## config.mk

```make
export PLATFORM = sky130hd
export DESIGN_NAME = char_stream_arb
export DESIGN_NICKNAME = d
export VERILOG_FILES = /design/src/rtl/char_stream_arb.sv
export SDC_FILE = /design/constraint.sdc
export NUM_CORES = 1
export LEC_CHECK = 0
export ABC_AREA = 0
export CELL_PAD_IN_SITES_DETAIL_PLACEMENT = 0
export CELL_PAD_IN_SITES_GLOBAL_PLACEMENT = 1
export CORE_UTILIZATION = 37
export CTS_CLUSTER_DIAMETER = 100
export DETAILED_ROUTE_END_ITERATION = 8
export GPL_TIMING_DRIVEN = 0
export HOLD_SLACK_MARGIN = 0.08
export PLACE_DENSITY = 0.9
export SLEW_MARGIN = 20
export SYNTH_ARGS = -nofsm -noshare
export SYNTH_HDL_FRONTEND = slang
export SYNTH_SLANG_ARGS = --single-unit
```

## constraint.sdc

```tcl
create_clock -name clk -period 3.4 [get_ports clk]
set_input_delay 0.68 -clock clk [delete_from_list [all_inputs] [get_ports clk]]
set_output_delay 0.68 -clock clk [all_outputs]
set_load 0.02 [all_outputs]
```

## src/rtl/char_stream_arb.sv

```systemverilog
// char_stream_arb
// Two-requester arbiter/sequencer for the shared character recognizer.
// Accepts a whole string from one requester at a time and clears the
// recognizer before the first character. It then feeds one character per
// strobe and reports the recognizer verdict with the source and the length.
//
// Optional feature: define CHAR_STREAM_ARB_RR_EN for round-robin arbitration.
// When the macro is undefined, requester 0 has fixed priority.

module char_stream_arb #(
    parameter int LEN_W = 5
) (
    input  logic             clk,
    input  logic             reset_n,
    input  logic             req0_valid,
    input  logic [7:0]       req0_char,
    input  logic             req0_last,
    output logic             req0_ready,
    input  logic             req1_valid,
    input  logic [7:0]       req1_char,
    input  logic             req1_last,
    output logic             req1_ready,
    output logic [7:0]       fsm_char,
    output logic             fsm_en,
    output logic             fsm_clr,
    input  logic             fsm_out,
    output logic             res_valid,
    output logic             res_src,
    output logic             res_match,
    output logic [LEN_W-1:0] res_len
);

    typedef enum logic [2:0] {
        IDLE   = 3'd0,
        CLR    = 3'd1,
        STREAM = 3'd2,
        DRAIN  = 3'd3,
        REPORT = 3'd4
    } state_t;

    state_t           state;
    state_t           state_nxt;
    logic             grant;
    logic             grant_nxt;
    logic             arb_pick;
    logic             sel_valid;
    logic             sel_last;
    logic [7:0]       sel_char;
    logic             xfer;
    logic [LEN_W-1:0] len_cnt;
    logic             match_q;

`ifdef CHAR_STREAM_ARB_RR_EN
    logic             prio;
`endif

    // Route the granted requester's handshake signals to a single set
    always_comb begin
        sel_valid = req0_valid;
        sel_char  = req0_char;
        sel_last  = req0_last;
        if (grant) begin
            sel_valid = req1_valid;
            sel_char  = req1_char;
            sel_last  = req1_last;
        end
    end

    // Ready goes only to the owner of the current string, and only while streaming
    always_comb begin
        req0_ready = 1'b0;
        req1_ready = 1'b0;
        if (state == STREAM) begin
            req0_ready = ~grant;
            req1_ready = grant;
        end
        xfer = (state == STREAM) && sel_valid;
    end

`ifdef CHAR_STREAM_ARB_RR_EN
    // Round-robin pick: on a tie the source that did not finish last wins
    always_comb begin
        arb_pick = ~req0_valid;
        if (req0_valid && req1_valid) begin
            arb_pick = prio;
        end
    end

    // The priority pointer flips away from whichever source just reported
    always_ff @(posedge clk or negedge reset_n) begin
        if (!reset_n) begin
            prio <= 1'b0;
        end else if (state == REPORT) begin
            prio <= ~grant;
        end
    end
`else
    // Fixed priority: requester 1 only wins when requester 0 is idle
    always_comb begin
        arb_pick = ~req0_valid;
    end
`endif

    // Next-state logic; the grant is latched only when leaving IDLE
    always_comb begin
        state_nxt = state;
        grant_nxt = grant;
        case (state)
            IDLE: begin
                if (req0_valid || req1_valid) begin
                    grant_nxt = arb_pick;
                    state_nxt = CLR;
                end
            end
            CLR: begin
                state_nxt = STREAM;
            end
            STREAM: begin
                if (xfer && sel_last) begin
                    state_nxt = DRAIN;
                end
            end
            DRAIN: begin
                state_nxt = REPORT;
            end
            REPORT: begin
                state_nxt = IDLE;
            end
            default: begin
                state_nxt = IDLE;
            end
        endcase
    end

    // State and grant registers
    always_ff @(posedge clk or negedge reset_n) begin
        if (!reset_n) begin
            state <= IDLE;
            grant <= 1'b0;
        end else begin
            state <= state_nxt;
            grant <= grant_nxt;
        end
    end

    // Registered strobe to the recognizer; the character is held when idle
    always_ff @(posedge clk or negedge reset_n) begin
        if (!reset_n) begin
            fsm_char <= 8'h00;
            fsm_en   <= 1'b0;
            fsm_clr  <= 1'b0;
        end else begin
            fsm_en  <= xfer;
            fsm_clr <= (state_nxt == CLR);
            if (xfer) begin
                fsm_char <= sel_char;
            end
        end
    end

    // Per-string character counter, cleared in CLR and saturating at all ones
    always_ff @(posedge clk or negedge reset_n) begin
        if (!reset_n) begin
            len_cnt <= '0;
        end else if (state == CLR) begin
            len_cnt <= '0;
        end else if (xfer && (len_cnt != {LEN_W{1'b1}})) begin
            len_cnt <= len_cnt + LEN_W'(1);
        end
    end

    // Result fields load on entry to REPORT so they are stable with the pulse
    always_ff @(posedge clk or negedge reset_n) begin
        if (!reset_n) begin
            res_valid <= 1'b0;
            res_src   <= 1'b0;
            res_len   <= '0;
        end else begin
            res_valid <= (state == DRAIN);
            if (state == DRAIN) begin
                res_src <= grant;
                res_len <= len_cnt;
            end
        end
    end

    // Verdict is latched at the end of REPORT, once the last character has settled
    always_ff @(posedge clk or negedge reset_n) begin
        if (!reset_n) begin
            match_q <= 1'b0;
        end else if (state == REPORT) begin
            match_q <= fsm_out;
        end
    end

    // During REPORT the live verdict is shown so it lines up with res_valid
    always_comb begin
        res_match = match_q;
        if (state == REPORT) begin
            res_match = fsm_out;
        end
    end

endmodule

```

# == Word-level counts from Yosys, hierarchy flattened ==
# Index checks and enable logic that the tools add are counted.
# totals
ff_bits,27
rom_bits,0
latch_bits,0
word_cells,37
mem_bits_rw,0
n_memories,0
output_inout_bits,20
# op_classes
eq_ne,6
reduce_logical,7
shift,0
order_cmp,0
div,0
multipliers,0
add_sub_neg,1
bitwise_logic,2
mux,11
# op_table
op,count
$pmux 3 s4,1
$mux 5,2
$mux 8,1
$eq 3x1->1 const B,2
$eq 3x2->1 const B,2
$mux 3,2
$add 5x1->5 const B,1
$mux 1,5
$ne 5x5->1 const B,1
$eq 3x3->1 const B,1
$logic_and 1x1->1,3
$logic_not 3->1,1
$not 1->1,2
$reduce_and 2->1,1
$reduce_bool 2->1,1
$logic_or 1x1->1,1

# == Logic depth before layout (Yosys ltp) ==
# Gate-level depths: netlist (run 1).
# depth
ltp_word,6
ltp_mapped,5
ltp_nobuf,5

# == Worst setup path before layout (run 1) ==
# OpenSTA, ideal clock, no wires.
# synth_path
path_type,flip-flop to output port
start,register state[2]
end,output req0_ready
t_required_ns,2.720
path_stages_with_launch,4
path_buffers,1
path_slack_ns,1.508
arrival_time_ns,1.212
cell_sequence,dfrtp_1 > or3b_1 > buf_6 > nor2_1
# synth_via
elab_chain_len,2
# synth_rtl
element,line_no,text
from (decl),41,state_t state;
from (signal assigned),141,state <= state_nxt;
$eq 3x2->1,73,if (state == STREAM) begin
$mux 1,73,
to (decl),18,"output logic req0_ready,"
# Every way passes these cells.

# == Worst setup path in the final report (run 1) ==
# layout_path
start,register grant
end,output req1_ready
# layout_via
elab_chain_len,1
# layout_rtl
element,line_no,text
from (decl),43,logic grant;
from (signal assigned),142,grant <= grant_nxt;
$mux 1,73,
to (decl),22,"output logic req1_ready,"
# Every way passes these cells.

==> results.tsv, run 1 <==
metric	value	unit
ys_types	29	
setup_slack	0.638	ns
drv_slew	0	
synth.top_cell.area_share	52.7	%
drt_first_pass_iters	4	
leakage	0.806	nW
timing.max_cap.violations	0	
hold_class	in2async	
p_sw	0.575	mW
cts_tree	done	
ctsHoldBuffers	0	
finalSetupViolations	0	
floorplan.initialDensity	38.4	%
drc	0	
grt_pass1_vias	946	
wl_per_cell	12.3	µm
tns	0	ns
vdd_drop_max	277	µV
ctsResizeCount	0	
synth.avg_cell_area	12.5	µm²
viasPerCell	4.59	
ant_nets	0	
grt_remaining_overflow	0	
seqCellArea	676	µm²
yosys_warnings	0	
path_clk_slew	0.14	ns
ys_seq_elements	27	
cp_max_fo	10	
critPathArrivalTime	2.08	ns
clk_latency	0.32	ns
die_h	60.9	µm
vias	896	
cts_max_path_buffers	2	
ys_seq_area_share	52.7	%
clkSinkCount	27	
clkPwrFrac	8.8	%
layout_common_cells	41 x clkdlybuf4s50_1, 27 x dfrtp_1, 21 x nand2_1	
numCtsBuffers	3	
netlist_area	1280	µm²
synthTopCellsByArea	dfrtp_1 53%, mux2_4 9.4%, mux2_2 8.8%	
path_cells	clkbuf_1, inv_1, nor2_1, clkdlybuf4s50_1	
rsz0062_at_grt	no	
die_w	60.9	µm
place_area	1760	µm²
crit_cells	4	
worst_setup_path_start_kind	flip-flop	
final_cell_area	1780	µm²
power_density	854	nW/µm²
slew_headroom	61.0	%
final.min_clock_period	2.76	ns
intPower	0.947	mW
wl	2400	µm
grt_use_met1	18.1	%
pre_cts_ws	0.831	ns
cp_slowest_cell	clkdlybuf4s50_1	
drive_gt1_share	20.1	%
grt_antenna_before_repair	0	
skew	0.00825	ns
place.port_buffers	42	
die_area	3710	µm²
fillers	300	
use_met2	27.5	%
met3_usage	2.35	%
rows	21	
critPathKind	reg2out	
grt_pass1_wl	4160	µm
synth_area_leader_cell	dfrtp_1	
grt_use_total	15.3	%
area_growth	39.0	%
combPwrFrac	54.4	%
crit_buf_inv	3	
cp.required	2.72	ns
multiInputGateArea	569	µm²
synth_cells	103	
dp_hpwl	1870	µm
grt_max_degree	28	
fmax	362	MHz
ioPinCount	43	
layout.nets	175	
r2r_cells	5	
root_buffer	clkbuf_4	
p_seq_share	36.8	%
drtIter0Drc	50	
fin_crit_sh	81.2	%
sw_frac_of_total	37.8	%
hold_viol	0	
cp-end-kind	output port	
cpPeakStageDelay	0.60	ns
post-cts-setup-buffers	0	
status	completed	
syn-num-nets	128	
cpLargestDelayFamily	buffers and inverters	
final_common_cell	clkdlybuf4s50_1	
gp_congestion	0.856	
htree_levels	1	
worstMarginPinSlew	0.573	ns
antenna_cells	0	
total_power	1.52	mW
core_area	3340	µm²
busiest_layer	met2	
-- sequential cells by signal, summed over array words and instances (netlist names) --
| signal | flops |
|---|---|
| grant | 1 |
| fsm_clr | 1 |
| fsm_en | 1 |
| res_len | 5 |
| len_cnt | 5 |
| state | 3 |
| match_q | 1 |
| res_valid | 1 |
| res_src | 1 |
| fsm_char | 8 |
-- stage by stage --
step / util (%) / hold WS (ns) / instances
5_1_grt: 53.4 / 0.364 / 195
3_5_place_dp: 52.6 / 0.462 / 191
4_1_cts: 53.4 / 0.346 / 195
6_report: 53.4 / 0.334 / 195
3_3_place_gp: 52.8 / 0.460 / 191
2_1_floorplan: - / 0.384 / 103
-- synth_stat cells --
cell and number:
a21o_1 1, nor3b_1 1, or3b_2 1, nor4b_2 1, ha_1 2, dfrtp_1 27
nand3_1 1, xnor2_1 1, nor2_1 3, clkbuf_1 1, or3b_1 1, o21a_1 1
inv_1 5, nor3_1 1, mux2i_1 5, nand2_1 21, buf_1 1, nor4_2 1
o21ai_0 1, nand3b_1 1, mux2i_2 1, a21oi_1 2, nor2_8 1, nor3_4 1
mux2_4 8, buf_6 1, nand2b_1 1, mux2_2 10, and3_1 1
-- power groups by stage --
stage	Clock, mW	Sequential, mW	Combinational, mW
floorplan	0	0.660	0.426
global placement	0	0.563	0.818
detailed placement	0	0.567	0.842
CTS	0.144	0.564	0.841
global route	0.156	0.584	0.901
finish	0.133	0.561	0.828
-- metal layers --
metal / part of all wire [%] / wire, µm / vias to the layer above
li1: - / - / 439
met1: 44 / 1050 / 422
met2: 50 / 1210 / 33
met3: 4.8 / 115 / 2
met4: 1.1 / 27 / 0
met5: 0 / 0 / -
-- layout make-up --
type	instances	share of cell area (%)
well taps	46	3.23
repair buffers	42	23.3
inverters	5	1.05
multi-input cells	68	31.9
flip-flops and latches	27	37.9
clock buffers	3	1.26
plain buffers	3	1.05
clock inverters	1	0.281
-- final timing paths --
check | startpoint | to | slack (ns)
worst max-delay path | grant | req1_ready | 0.64
worst min-delay path | reset_n | res_valid | 0.33
worst max register to register | len_cnt[0] | len_cnt[2] | 1.68
worst min register to register | res_len[1] | res_len[1] | 0.49
max in group asynchronous | reset_n | len_cnt[2] | 2.68
min in group clk | res_len[1] | res_len[1] | 0.49
-- cell families after synthesis --
group                    count (synthesis)  synth area share, %
AO/OA/AOI/OAI                            5                 2.34
XOR/XNOR                                 1                0.683
adder cells (fa/ha/maj)                  2                 1.95
buffers and inverters                    8                 2.93
flip-flops                              27                 52.7
multiplexers                            24                 23.1
AND/OR/NAND/NOR                         36                 16.3
Power figures use the tool's default switching activity.
==> run 2, diff against run 1 <==
--- a/config.mk
+++ b/config.mk
@@ -8,12 +8,12 @@
 export ABC_AREA = 0
 export CELL_PAD_IN_SITES_DETAIL_PLACEMENT = 0
 export CELL_PAD_IN_SITES_GLOBAL_PLACEMENT = 1
-export CORE_UTILIZATION = 37
+export CORE_UTILIZATION = 35
 export CTS_CLUSTER_DIAMETER = 100
 export DETAILED_ROUTE_END_ITERATION = 8
 export GPL_TIMING_DRIVEN = 0
 export HOLD_SLACK_MARGIN = 0.08
-export PLACE_DENSITY = 0.9
+export PLACE_DENSITY = 0.86
 export SLEW_MARGIN = 20
 export SYNTH_ARGS = -nofsm -noshare
 export SYNTH_HDL_FRONTEND = slang
==> constraint.sdc (replaced) <==
create_clock -name clk -period 2.6 [get_ports clk]
set_input_delay 0.52 -clock clk [delete_from_list [all_inputs] [get_ports clk]]
set_output_delay 0.52 -clock clk [all_outputs]
set_load 0.02 [all_outputs]
==> results.tsv, run 2 (synthesized netlist as in run 1, its figures left out) <==
metric	value	unit
status	completed	
grt_remaining_overflow	0	
floorplan.initialDensity	37.5	%
dp_hpwl	1860	µm
slew_headroom	61.3	%
r2r_cells	3	
power_density	1130	nW/µm²
r2r_start	grant	
layout.nets	174	
dp.cells	191	
leakage	0.813	nW
final.min_clock_period	2.50	ns
cp-end-kind	output port	
numCtsBuffers	3	
fillers	319	
ioPinCount	43	
path_clk_slew	0.16	ns
skew	0.00583	ns
r2r_slack	0.73	ns
drive_gt1_share	20.3	%
grt_pass1_vias	984	
drtIter0Drc	17	
viasPerCell	4.74	
critPathKind	reg2out	
largest-register	fsm_char	
seqCellArea	676	µm²
largestRegisters	fsm_char x8, len_cnt x5, res_len x5	
vias	919	
cp_slowest_cell	clkdlybuf4s50_1	
cp_max_fo	6	
drt_first_pass_iters	4	
area_growth	38.8	%
layout_common_cells	39 x clkdlybuf4s50_1, 27 x dfrtp_1, 21 x nand2_1	
die_w	62.5	µm
clkSinkCount	27	
grt_antenna_before_repair	0	
largest_register_ffs	8	
final_cell_count_no_fill	194	
worst_setup_path_start_kind	flip-flop	
timing.max_cap.violations	0	
rows	21	
grt_pass1_wl	4420	µm
hold_class	in2async	
drc	0	
clk_latency	0.35	ns
cts_tree	done	
grt_max_degree	28	
wl_per_cell	12.7	µm
cp.required	2.08	ns
tns	0	ns
htree_levels	1	
antenna_cells	0	
die_h	62.5	µm
worstMarginPinSlew	0.569	ns
drv_slew	0	
root_buffer	clkbuf_4	
vdd_drop_max	535	µV
die_area	3910	µm²
post-cts-setup-buffers	0	
r2r-end	fsm_char[5]	
ant_nets	0	
gp_congestion	0.734	
rsz0062_at_grt	no	
final_common_cell	clkdlybuf4s50_1	
path_cells	nor3b_1, mux2_2, clkdlybuf4s50_1	
fin_crit_sh	96.0	%
hold_viol	0	
startpoint	state[1]	
cts_max_path_buffers	2	
place.port_buffers	42	
endpoint	res_match	
fmax	401	MHz
core_area	3420	µm²
critPathArrivalTime	1.98	ns
multiInputGateArea	569	µm²
wl	2470	µm
finalSetupViolations	0	
grt_use_total	14.7	%
cpPeakStageDelay	0.55	ns
[run 2: cell types whose count changed in the layout (fill, tap and decap cells not counted), sizes merged]
cell	previous run	this run
clkbuf	4	3
inv	5	6
clkdlybuf4s50	41	39
clkinv	1	0
dlygate4sd2	0	2
[run 2: repair_timing]
action                                 4_1_cts  5_1_grt
endpoints found under the hold margin        0        0
hold buffers                                 0        0
resized for setup                            2        0
setup endpoints to repair                    2        0
[run 2: critical path: cells and delay by family, from the launching register on]
family / cells / cell delay [ns]
buffers and inverters: 1 / 0.55
flip-flops: 1 / 0.47
multiplexers: 1 / 0.37
AND/OR/NAND/NOR: 1 / 0.24
[run 2: worst min-delay path by stage]
stage               start           to  slack (ns)  depth (start not counted)
2_1_floorplan     reset_n  fsm_char[0]        0.22                          0
3_3_place_gp   res_len[3]   res_len[3]        0.46                          2
3_5_place_dp   res_len[3]   res_len[3]        0.46                          2
4_1_cts           reset_n   res_len[0]        0.16                          1
5_1_grt           reset_n   res_len[3]        0.17                          1
6_report          reset_n   res_len[0]        0.14                          1
[run 2: area by class of cell]
type                       instances  area share, %
tap                               46           3.23
inverter                           5           1.05
clock buffer                       3           1.26
clock inverter                     1          0.492
multi-input combinational         68           32.0
buffer                             2          0.843
sequential                        27           37.9
timing repair buffer              42           23.2
[run 2: power breakdown]
group	switching, mW	internal (mW)	leakage, nW	total [mW]
combinational	0.476	0.569	0.451	1.04
clock	0.142	0.0631	0.0183	0.205
sequential	0.162	0.600	0.343	0.761
total	0.780	1.23	0.813	2.01
[run 2: metrics by stage]
stage               power [mW]  utilization [%]  hold slack (ns)  area (µm²)  setup WS, ns
detailed placement        1.84             51.4            0.465        1760         0.338
floorplan                 1.42                -            0.224        1280         0.868
finish                    2.01             52.1            0.139        1780         0.105
CTS                       2.04             52.1            0.163        1780        0.0739
global placement          1.82             51.5            0.460        1760         0.341
global route              2.16             52.1            0.174        1780       0.00951
[run 2: per-layer routing]
| metal | routed length [µm] | vias to the layer above | track usage [%] |
|---|---|---|---|
| met3 | 173 | 5 | 3.83 |
| li1 | - | 440 | - |
| met5 | 0 | - | 0 |
| met2 | 1200 | 36 | 25.1 |
| met4 | 50 | 0 | 7.85 |
| met1 | 1040 | 438 | 16.6 |
